$ cat src/rtl/fsk_symbol_gen.sv
// fsk_symbol_gen
// ---------------------------------------------------------------------------
// Purpose
//   Binary FSK symbol generator. Consumes the packet reader's symbol stream
//   (start/symVal), times every symbol over SYM_CYCLES clocks, returns a
//   one-clock symDone per symbol, and drives a phase-continuous NCO:
//   a frequency control word (fcw) plus a free-running phase accumulator
//   whose top PHASE_W bits feed the sine LUT / DAC stage.
//
// Optional feature
//   FSK_RAMP_EN : when defined, a tone change at a sample point walks fcw to
//                 the new tone over 2**RAMP_LOG2 clocks (RAMP state). When
//                 undefined, fcw steps in a single clock and the RAMP state
//                 and delta logic do not exist.
//
// Ports
//   clk        in   1        system clock, all logic on posedge
//   ready      in   1        synchronous active-low reset
//   start      in   1        transmit request (level-sensitive)
//   symVal     in   1        symbol bit, sampled only at sample points
//   symDone    out  1        one-clock registered pulse per symbol
//   tx_active  out  1        high while a symbol is being generated
//   sym_cur    out  1        symbol currently being transmitted
//   fcw        out  ACC_W    frequency control word in use, 0 when idle
//   phase      out  PHASE_W  top PHASE_W bits of the phase accumulator
//   fsm_state  out  2        debug view of the FSM state register
//
// Handshake
//   start is a level request. While start is high at a sample point
//   (IDLE, or sym_cnt == SYM_CYCLES-1) the edge captures symVal as the next
//   symbol. symDone is the acknowledgement: it is high for exactly one cycle
//   per symbol, in the cycle where sym_cnt == SYM_CYCLES-2, so the reader can
//   present the next bit before the following sample point. Dropping start
//   mid-symbol lets the current symbol (and its symDone) finish, then IDLE.
// ---------------------------------------------------------------------------
module fsk_symbol_gen #(
  parameter int               SYM_CYCLES = 16,
  parameter int               ACC_W      = 24,
  parameter int               PHASE_W    = 10,
  parameter logic [ACC_W-1:0] FCW_F0     = 24'h040000,
  parameter logic [ACC_W-1:0] FCW_F1     = 24'h060000
`ifdef FSK_RAMP_EN
  ,
  parameter int               RAMP_LOG2  = 2
`endif
) (
  input  logic               clk,
  input  logic               ready,
  input  logic               start,
  input  logic               symVal,
  output logic               symDone,
  output logic               tx_active,
  output logic               sym_cur,
  output logic [ACC_W-1:0]   fcw,
  output logic [PHASE_W-1:0] phase,
  output logic [1:0]         fsm_state
);

  localparam int CNT_W = $clog2(SYM_CYCLES);

  // Last count of a symbol (the sample point) and the count at which the
  // registered symDone is set so that it is visible at SYM_CYCLES-2.
  localparam logic [CNT_W-1:0] CNT_LAST     = CNT_W'(SYM_CYCLES - 1);
  localparam logic [CNT_W-1:0] CNT_DONE_SET = CNT_W'(SYM_CYCLES - 3);

  typedef enum logic [1:0] {
    ST_IDLE = 2'd0,
    ST_SYM  = 2'd1
`ifdef FSK_RAMP_EN
    ,
    ST_RAMP = 2'd2
`endif
  } state_t;

  state_t             state_q;
  state_t             state_d;
  logic [CNT_W-1:0]   sym_cnt;
  logic [ACC_W-1:0]   acc;
  logic [ACC_W-1:0]   new_fcw;
  logic               sample_pt;

`ifdef FSK_RAMP_EN
  localparam int RAMP_LEN = 1 << RAMP_LOG2;
  localparam int RAMP_CW  = (RAMP_LOG2 > 0) ? RAMP_LOG2 : 1;
  localparam logic [RAMP_CW-1:0] RAMP_LAST = RAMP_CW'(RAMP_LEN - 1);

  // fcw_tgt is the tone the current symbol settles on; during a ramp fcw
  // is an intermediate value, so tone-change detection uses fcw_tgt.
  logic [ACC_W-1:0]   fcw_tgt;
  logic signed [ACC_W:0] delta_new;
  logic signed [ACC_W:0] ramp_delta;
  logic [RAMP_CW-1:0] ramp_cnt;
  logic               tone_change;
`endif

  // -------------------------------------------------------------------------
  // Shared combinational helpers
  // -------------------------------------------------------------------------
  always_comb begin
    new_fcw   = symVal ? FCW_F1 : FCW_F0;
    sample_pt = (sym_cnt == CNT_LAST);
  end

`ifdef FSK_RAMP_EN
  // Signed step per ramp clock; one extra bit keeps the sign of the
  // difference of two unsigned words.
  always_comb begin
    tone_change = (new_fcw != fcw_tgt);
    delta_new   = ($signed({1'b0, new_fcw}) - $signed({1'b0, fcw_tgt})) >>> RAMP_LOG2;
  end
`endif

  // -------------------------------------------------------------------------
  // FSM: state register
  // -------------------------------------------------------------------------
  always_ff @(posedge clk) begin
    if (!ready) begin
      state_q <= ST_IDLE;
    end else begin
      state_q <= state_d;
    end
  end

  // -------------------------------------------------------------------------
  // FSM: next-state logic
  // -------------------------------------------------------------------------
  always_comb begin
    state_d = state_q;
    case (state_q)
      ST_IDLE: begin
        if (start) state_d = ST_SYM;
      end
      ST_SYM: begin
        if (sample_pt) begin
          if (!start) begin
            state_d = ST_IDLE;
          end
`ifdef FSK_RAMP_EN
          else if (tone_change && (RAMP_LEN > 1)) begin
            state_d = ST_RAMP;
          end
`endif
        end
      end
`ifdef FSK_RAMP_EN
      ST_RAMP: begin
        if (ramp_cnt == RAMP_LAST) state_d = ST_SYM;
      end
`endif
      default: state_d = ST_IDLE;
    endcase
  end

  // -------------------------------------------------------------------------
  // FSM: outputs derived directly from state / accumulator
  // -------------------------------------------------------------------------
  always_comb begin
    tx_active = (state_q != ST_IDLE);
    phase     = acc[ACC_W-1 -: PHASE_W];
    fsm_state = state_q;
  end

  // -------------------------------------------------------------------------
  // Datapath: symbol timer, tone registers, phase accumulator, symDone
  // -------------------------------------------------------------------------
  always_ff @(posedge clk) begin
    if (!ready) begin
      symDone <= 1'b0;
      sym_cur <= 1'b0;
      fcw     <= '0;
      acc     <= '0;
      sym_cnt <= '0;
`ifdef FSK_RAMP_EN
      fcw_tgt    <= '0;
      ramp_delta <= '0;
      ramp_cnt   <= '0;
`endif
    end else begin
      // Registered so the reader's edge-clocked counter sees a clean pulse.
      symDone <= (state_q != ST_IDLE) && (sym_cnt == CNT_DONE_SET);

      case (state_q)
        ST_IDLE: begin
          acc     <= '0;
          sym_cnt <= '0;
          if (start) begin
            sym_cur <= symVal;
            fcw     <= new_fcw;
`ifdef FSK_RAMP_EN
            fcw_tgt <= new_fcw;
`endif
          end
        end

        default: begin
          // Accumulator is never cleared at symbol boundaries: phase stays
          // continuous across tone changes. Wrap is modulo 2**ACC_W.
          acc <= acc + fcw;

          if (sample_pt) begin
            sym_cnt <= '0;
            if (start) begin
              sym_cur <= symVal;
`ifdef FSK_RAMP_EN
              fcw_tgt <= new_fcw;
              if (state_d == ST_RAMP) begin
                fcw        <= fcw_tgt + delta_new[ACC_W-1:0];
                ramp_delta <= delta_new;
                ramp_cnt   <= RAMP_CW'(1);
              end else begin
                fcw <= new_fcw;
              end
`else
              fcw <= new_fcw;
`endif
            end else begin
              fcw <= '0;
            end
          end else begin
            sym_cnt <= sym_cnt + CNT_W'(1);
`ifdef FSK_RAMP_EN
            // Last ramp clock lands exactly on the target, hiding any
            // truncation left over from the shifted delta.
            if (state_q == ST_RAMP) begin
              if (ramp_cnt == RAMP_LAST) begin
                fcw <= fcw_tgt;
              end else begin
                fcw      <= fcw + ramp_delta[ACC_W-1:0];
                ramp_cnt <= ramp_cnt + RAMP_CW'(1);
              end
            end
`endif
          end
        end
      endcase
    end
  end

endmodule

$ cat config.mk
export PLATFORM = sky130hd
export DESIGN_NAME = fsk_symbol_gen
export DESIGN_NICKNAME = d
export VERILOG_FILES = /design/src/rtl/fsk_symbol_gen.sv
export SDC_FILE = /design/constraint.sdc
export NUM_CORES = 1
export LEC_CHECK = 0
export CAP_MARGIN = 15
export CORE_ASPECT_RATIO = 1.2
export CORE_UTILIZATION = 32
export CTS_BUF_LIST = sky130_fd_sc_hd__clkbuf_4 sky130_fd_sc_hd__clkbuf_8
export DETAILED_ROUTE_END_ITERATION = 7
export PLACE_DENSITY = 0.69
export SYNTH_ARGS = -nofsm -noshare
export SYNTH_HDL_FRONTEND = slang
export SYNTH_SLANG_ARGS = --single-unit
$ cat constraint.sdc
create_clock -name clk -period 1.4 [get_ports clk]
set_input_delay 0.28 -clock clk [delete_from_list [all_inputs] [get_ports clk]]
set_output_delay 0.28 -clock clk [all_outputs]
set_load 0.02 [all_outputs]
==> results of run 1 <==
-- area by class of cell --
type                       instances  area (um2)  share of cell area, %
clock buffer                       4       36.28                  3.528
sequential                        16       322.8                  31.39
multi-input combinational         77       446.7                  43.43
timing repair buffer              20       170.2                  16.54
tap                               33       41.29                  4.015
inverter                           3       11.26                  1.095
-- cell usage after synthesis --
master,instances,area (um2)
nand4_1,4,25.02
xor2_1,1,8.760
a31oi_1,1,6.260
conb_1,1,3.750
o21ai_0,5,25.02
nand4b_1,1,8.760
xnor2_1,2,17.52
inv_1,3,11.26
buf_4,27,202.7
nand3_2,1,10.01
a21o_1,1,7.510
nand2_1,6,22.52
or3_1,3,18.77
a21oi_1,7,35.03
ha_1,4,50.05
nand2b_1,1,6.260
and3_1,2,12.51
fa_1,1,20.02
buf_2,1,5.000
nor2_1,6,22.52
clkbuf_1,1,3.750
nor2b_1,1,6.260
nand3_1,4,20.02
dfxtp_1,16,320.3
-- worst max-delay path by stage --
stage	from	end
after global routing	fcw[18]$_SDFFE_PN0P_	acc[22]$_SDFF_PP0_
after global placement	ready	acc[20]$_SDFF_PP0_
final	fcw[18]$_SDFFE_PN0P_	acc[22]$_SDFF_PP0_
after CTS	fcw[17]$_SDFFE_PN0P_	acc[23]$_SDFF_PP0_
after floorplan	fcw[18]$_SDFFE_PN0P_	acc[23]$_SDFF_PP0_
after detailed placement	ready	acc[22]$_SDFF_PP0_
-- flip-flops by register name (all words and copies together) (netlist names) --
signal / cells
sym_cnt: 4
fsm_state: 1
fcw: 2
sym_cur: 1
acc: 7
symDone: 1
-- stage by stage --
stage,util (%),power (uW),cells,setup TNS (ns)
after floorplan,-,647.9,125,0
after CTS,39.22,932.3,152,0
after detailed placement,38.43,634.7,148,0
after global placement,38.43,633.3,148,0
after global routing,40.29,966.1,153,-0.008930
final,40.29,924.9,153,0
-- layer usage --
metal	GRT usage (%)	part of all wire, %	up-vias
met3	5.385	6.5	0
met1	11.64	43	299
li1	-	-	323
met2	17.95	50	25
met4	1.224	0	0
met5	0	0	-
-- worst reg2reg max path, delay by kind of cell, from the launching register on --
family,cells,cell delay [ns]
AO/OA/AOI/OAI,2,0.24
flip-flops,1,0.37
adder cells (fa/ha/maj),1,0.32
AND/OR/NAND/NOR,1,0.34
-- placed cells by master, fill, tap and decap left out, types with 2 or more instances in the layout --
| cell | netlist | layout |
|---|---|---|
| a21oi_1 | 7 | 6 |
| and3_1 | 2 | 2 |
| buf_4 | 27 | 4 |
| clkbuf_4 | 0 | 3 |
| clkdlybuf4s50_1 | 0 | 3 |
| conb_1 | 1 | 26 |
| dfxtp_1 | 16 | 14 |
| dfxtp_2 | 0 | 2 |
| dlygate4sd2_1 | 0 | 12 |
| ha_1 | 4 | 3 |
| inv_1 | 3 | 3 |
| nand2_1 | 6 | 6 |
| nand3_1 | 4 | 4 |
| nand4_1 | 4 | 4 |
| nor2_1 | 6 | 6 |
| o21ai_0 | 5 | 5 |
| or3_1 | 3 | 3 |
-- kinds of logic (layout without fill, tap and decap cells) --
family | Yosys count | in the layout
adders and majority gates | 5 | 5
DFF | 16 | 16
xor gates and xnor gates | 3 | 3
buffers and inverters | 32 | 27
and+or+nand+nor | 29 | 29
other | 1 | 26
AOI/OAI and AO/OA | 14 | 14
-- power groups by stage --
stage | Clock, uW | Sequential (uW) | Combinational, uW
finish | 303 | 479 | 142
global route | 330 | 481 | 154
CTS | 316 | 478 | 138
detailed placement | 0 | 489 | 145
global placement | 0 | 488 | 145
floorplan | 0 | 502 | 146
-- repair_timing --
item	in CTS	in global routing
pin swaps	0	2
gates resized for setup	13	6
buffers inserted	0	1
setup endpoints to repair	13	5
==> metrics, run 1 <==
status finished, final reports clean; Internal Dissipation 661.3 uW; HP Class reg2reg; fill count 274; Wirelength per Cell 9.621 um; Max clock buf depth 2; number of buffers added on ports 16; vias in the first global route 560; clock period minus worst slack 1.341 ns; crit end category register; Comb power frac 15.4%; CP bufs+invs 0; initial antenna violation count 0; Die ar. 2931 um2; proportion of synthesized area in mux cells 0%; Post-Synth Adder-Cell Area 8.058%; R2R depth 4; Post-Layout Inst Area 1028 um2; hold-fix buffers at CTS 0; CP max stage delay 0.37 ns; YS warnings 0; RePlAce Congestion 0.8219; Max FO, Critical Path 5; DRC Markers 0; Worst Path Required 1.62 ns; R2R Setup Slk 0.06 ns; Slew Viols, Final 0; Synth cell types 24; Chip Height 59.11 um; Synth Instances 100; largest family of logic cells by synthesized area buffers and inverters; first-pass GRT wire length 2346 um; syn avg cell area 8.696 um2; clock skew 0.0007163 ns; Reg power frac 51.8%; r2r startpoint fcw[18]$_SDFFE_PN0P_; chip width 49.59 um; vias 647; CP Cell Sequence ha_1 -> a21oi_2 -> or3_1 -> a21oi_1; hold depth 2; DP Worst Slack 0.01813 ns; register area share after synthesis 36.83%; Peak VDD IR 0.0006311 V; clock sink total 16; initial core utilization 34.07%; Overflow after GRT 0; Total Routing Usage GR 10.36%; number of buffers inserted during clock tree synthesis 3; core outline area 2552 um2; final hold violations 0; clock-pin slew on the worst setup and hold paths 0.09 ns; final worst slack 0.05917 ns; largest net degree at the start of global routing 10; P&R area growth vs syn 18.27%; MaxCap Viol Count 0; final antenna diode count 0; initial DRC count 6; cell family with most CP delay flip-flops; cell area after synthesis 869.6 um2; critical setup path kind reg2reg; htree depth 1; Crit. path cell count 4; Seq cells post-synth 16; Post-layout nets 130; DP Area 980.9 um2; boundary pin count 43; DR vias/cell 4.229; Final setup violation count 0; root buf cell clkbuf_4; HPWL Detailed 1063 um; f_max 745.8 MHz; DRT Pass-1 Iters 4; fin crit share 95.77%; Rows 20; WHS Endpoint sym_cur$_SDFFE_PN0P_; switching power 263.6 uW; complex-gate fraction of the synthesized area 8.489%; post-synthesis xor/xnor area fraction 3.022%; Total Wirelength 1472 um; simple-gate portion of the synthesized area 17.55%; Leak Pwr 0.0004787 uW; Critical Path Source Type register; Clk Latency, worst-skew pair 0.29 ns; Hold Crit Start sym_cur$_SDFFE_PN0P_; Pwr per Cell Area 899.3 nW/um2; Critical R2R Capture acc[22]$_SDFF_PP0_; Min Hold Slack 0.4715 ns; clock share of power 32.8%; layout cell share with drive strength beyond 1 13.33%; crit path DAT 1.56 ns; CTS tree done; post-route ant nets 0; sw frac 28.50%; CP max stage cell dfxtp_1
Note: power is estimated with default switching activity, not from simulation.
==> inputs of run 2 (changes only) <==
- CAP_MARGIN: 15 -> not set
- CELL_PAD_IN_SITES_DETAIL_PLACEMENT: not set -> 2
- CELL_PAD_IN_SITES_GLOBAL_PLACEMENT: not set -> 2
- CORE_UTILIZATION: 32 -> 20
- PLACE_DENSITY: 0.69 -> not set
- PLACE_DENSITY_LB_ADDON: not set -> 0.1
- TNS_END_PERCENT: not set -> 5
==> run 2 against run 1 <==
Against the previous run: via count up 4.5%; utilization decreased by 14 points; first-iteration DRC count is 33% higher; final cell count is 15% higher; sequential power is essentially flat; clock skew barely moved.
==> metrics, run 2 (synthesis results as in run 1) <==
Wirelength per Cell 10.94 um (+14%); area taken by multi-input logic gates 442.9 um2 (-0.84%); initial DRC count 8 (+2); MaxCap Viol Count 0 (unchanged); crit path DAT 1.51 ns (-0.05 ns); number of buffers added on ports 16 (unchanged); HPWL Detailed 1530 um (+44%); DP Worst Slack 0.006408 ns (-0.01172 ns); vias 676 (+4.5%); CP Cell Sequence ha_4 -> fa_2 -> nand2_1 -> or3_1 -> a21oi_1; Slew Viols, Final 0 (unchanged); CTS tree done; Worst Path Required 1.58 ns (-0.04 ns); DRC Markers 0 (unchanged); final antenna diode count 0 (unchanged); root buf cell clkbuf_8; clock skew 0.001207 ns (+0.0004908 ns); P&R area growth vs syn 25.18%; Layout Utilization 26.77% (-14 points); commonest cells after routing, fill and taps aside conb_1, dfxtp_1, dlygate4sd2_1; fill count 490 (+79%); Clk Latency, worst-skew pair 0.25 ns (-0.04 ns); Total Wirelength 1926 um (+31%); Pwr per Cell Area 961.9 nW/um2 (+7.0%); Leak Pwr 0.0004981 uW (+4.1%); Die ar. 4617 um2 (+58%); clock-pin slew on the worst setup and hold paths 0.07 ns (-0.02 ns); Max clock buf depth 2 (unchanged); clock period minus worst slack 1.326 ns (-0.01533 ns); Total Routing Usage GR 9.478% (-0.89 points); f_max 754.4 MHz (+1.2%); layout cell share with drive strength beyond 1 13.93% (+0.60 points); critical setup path kind reg2reg; Chip Height 74.23 um (+26%); Rows 25 (+25%); CP bufs+invs 0 (unchanged); clock sink total 16 (unchanged); Critical Path Source Type register; Final setup violation count 0 (unchanged); RePlAce Congestion 0.6846 (-17%); vias in the first global route 653 (+17%); status finished, final reports clean; CP max stage cell dfxtp_1; final worst slack 0.07450 ns (+0.01533 ns); max reg flops 7 (unchanged); initial antenna violation count 0 (unchanged); final hold violations 0 (unchanged); Max FO, Critical Path 3 (-2); sequential cell area 322.8 um2 (unchanged); post-route ant nets 0 (unchanged); Largest regs acc (7), sym_cnt (4), fcw (2); DR vias/cell 3.841 (-9.2%); number of buffers inserted during clock tree synthesis 3 (unchanged); commonest non-fill, non-tap cell in the layout conb_1; hold-fix buffers at CTS 0 (unchanged); CP max stage delay 0.37 ns (about the same); crit end category register; HP Class reg2reg; chip width 62.20 um (+25%); boundary pin count 43 (unchanged); Setup Fix Bufs, Post-CTS 0 (unchanged); Post-layout nets 132 (+1.5%); htree depth 1 (unchanged); core outline area 4066 um2 (+59%); cell family with most CP delay adder cells; Peak VDD IR 0.0003390 V (-46%); DRT Pass-1 Iters 4 (unchanged); first-pass GRT wire length 3174 um (+35%); RSZ-0062 raised after global routing false; initial core utilization 21.38% (-13 points); fin crit share 94.68% (-1.1 points); Overflow after GRT 0 (unchanged); largest net degree at the start of global routing 10 (unchanged); Top reg by flops acc
-- run 2: layer usage --
metal  global-route usage [%]  vias up  wire length (um)
met5                        0        -                 0
met4                    6.977        0                47
met3                    2.454        4                96
met2                    16.48       25               982
met1                    10.15      323               799
li1                         -      324                 -
-- run 2: final timing paths --
check	from	to	slack (ns)	cells past startpoint
max	acc[17]$_SDFF_PP0_	acc[23]$_SDFF_PP0_	0.07	5
min	sym_cur$_SDFFE_PN0P_	sym_cur$_SDFFE_PN0P_	0.47	2
max reg2reg	acc[17]$_SDFF_PP0_	acc[23]$_SDFF_PP0_	0.07	5
min reg2reg	sym_cur$_SDFFE_PN0P_	sym_cur$_SDFFE_PN0P_	0.47	2
-- run 2: final cells by class --
cell class              count  share of cell area [%]
clock buffers               4                   5.057
multi-input cells          77                   40.69
repair buffers             22                   17.36
flip-flops and latches     16                   29.66
inverters                   3                   1.034
well taps                  54                   6.207
-- run 2: per-stage QoR --
step / setup TNS [ns] / hold WS [ns] / total power (uW) / instance area [um2] / instances
final: 0 / 0.4654 / 1047 / 1089 / 176
after global routing: 0 / 0.4930 / 1110 / 1089 / 176
after CTS: 0 / 0.4670 / 1068 / 1070 / 176
after detailed placement: 0 / 0.4608 / 642.0 / 1027 / 172
after global placement: 0 / 0.4547 / 640.7 / 1027 / 172
after floorplan: -0.02282 / 0.4185 / 647.4 / 965.9 / 125
-- run 2: worst register-to-register path, delay by kind of cell (launching register included) --
| kind | cells | cell delay, ns |
|---|---|---|
| AO/OA/AOI/OAI | 1 | 0.13 |
| flip-flops | 1 | 0.37 |
| adder cells (fa/ha/maj) | 2 | 0.38 |
| AND/OR/NAND/NOR | 2 | 0.37 |
-- run 2: repair_timing --
action / in CTS / in global routing
pin swaps: 0 / 0
resized for setup: 14 / 5
setup endpoints to repair: 14 / 5
-- run 2: power breakdown --
part / internal, uW / switching [uW]
sequential: 468 / 13.2
clock: 250 / 171
combinational: 37.3 / 108
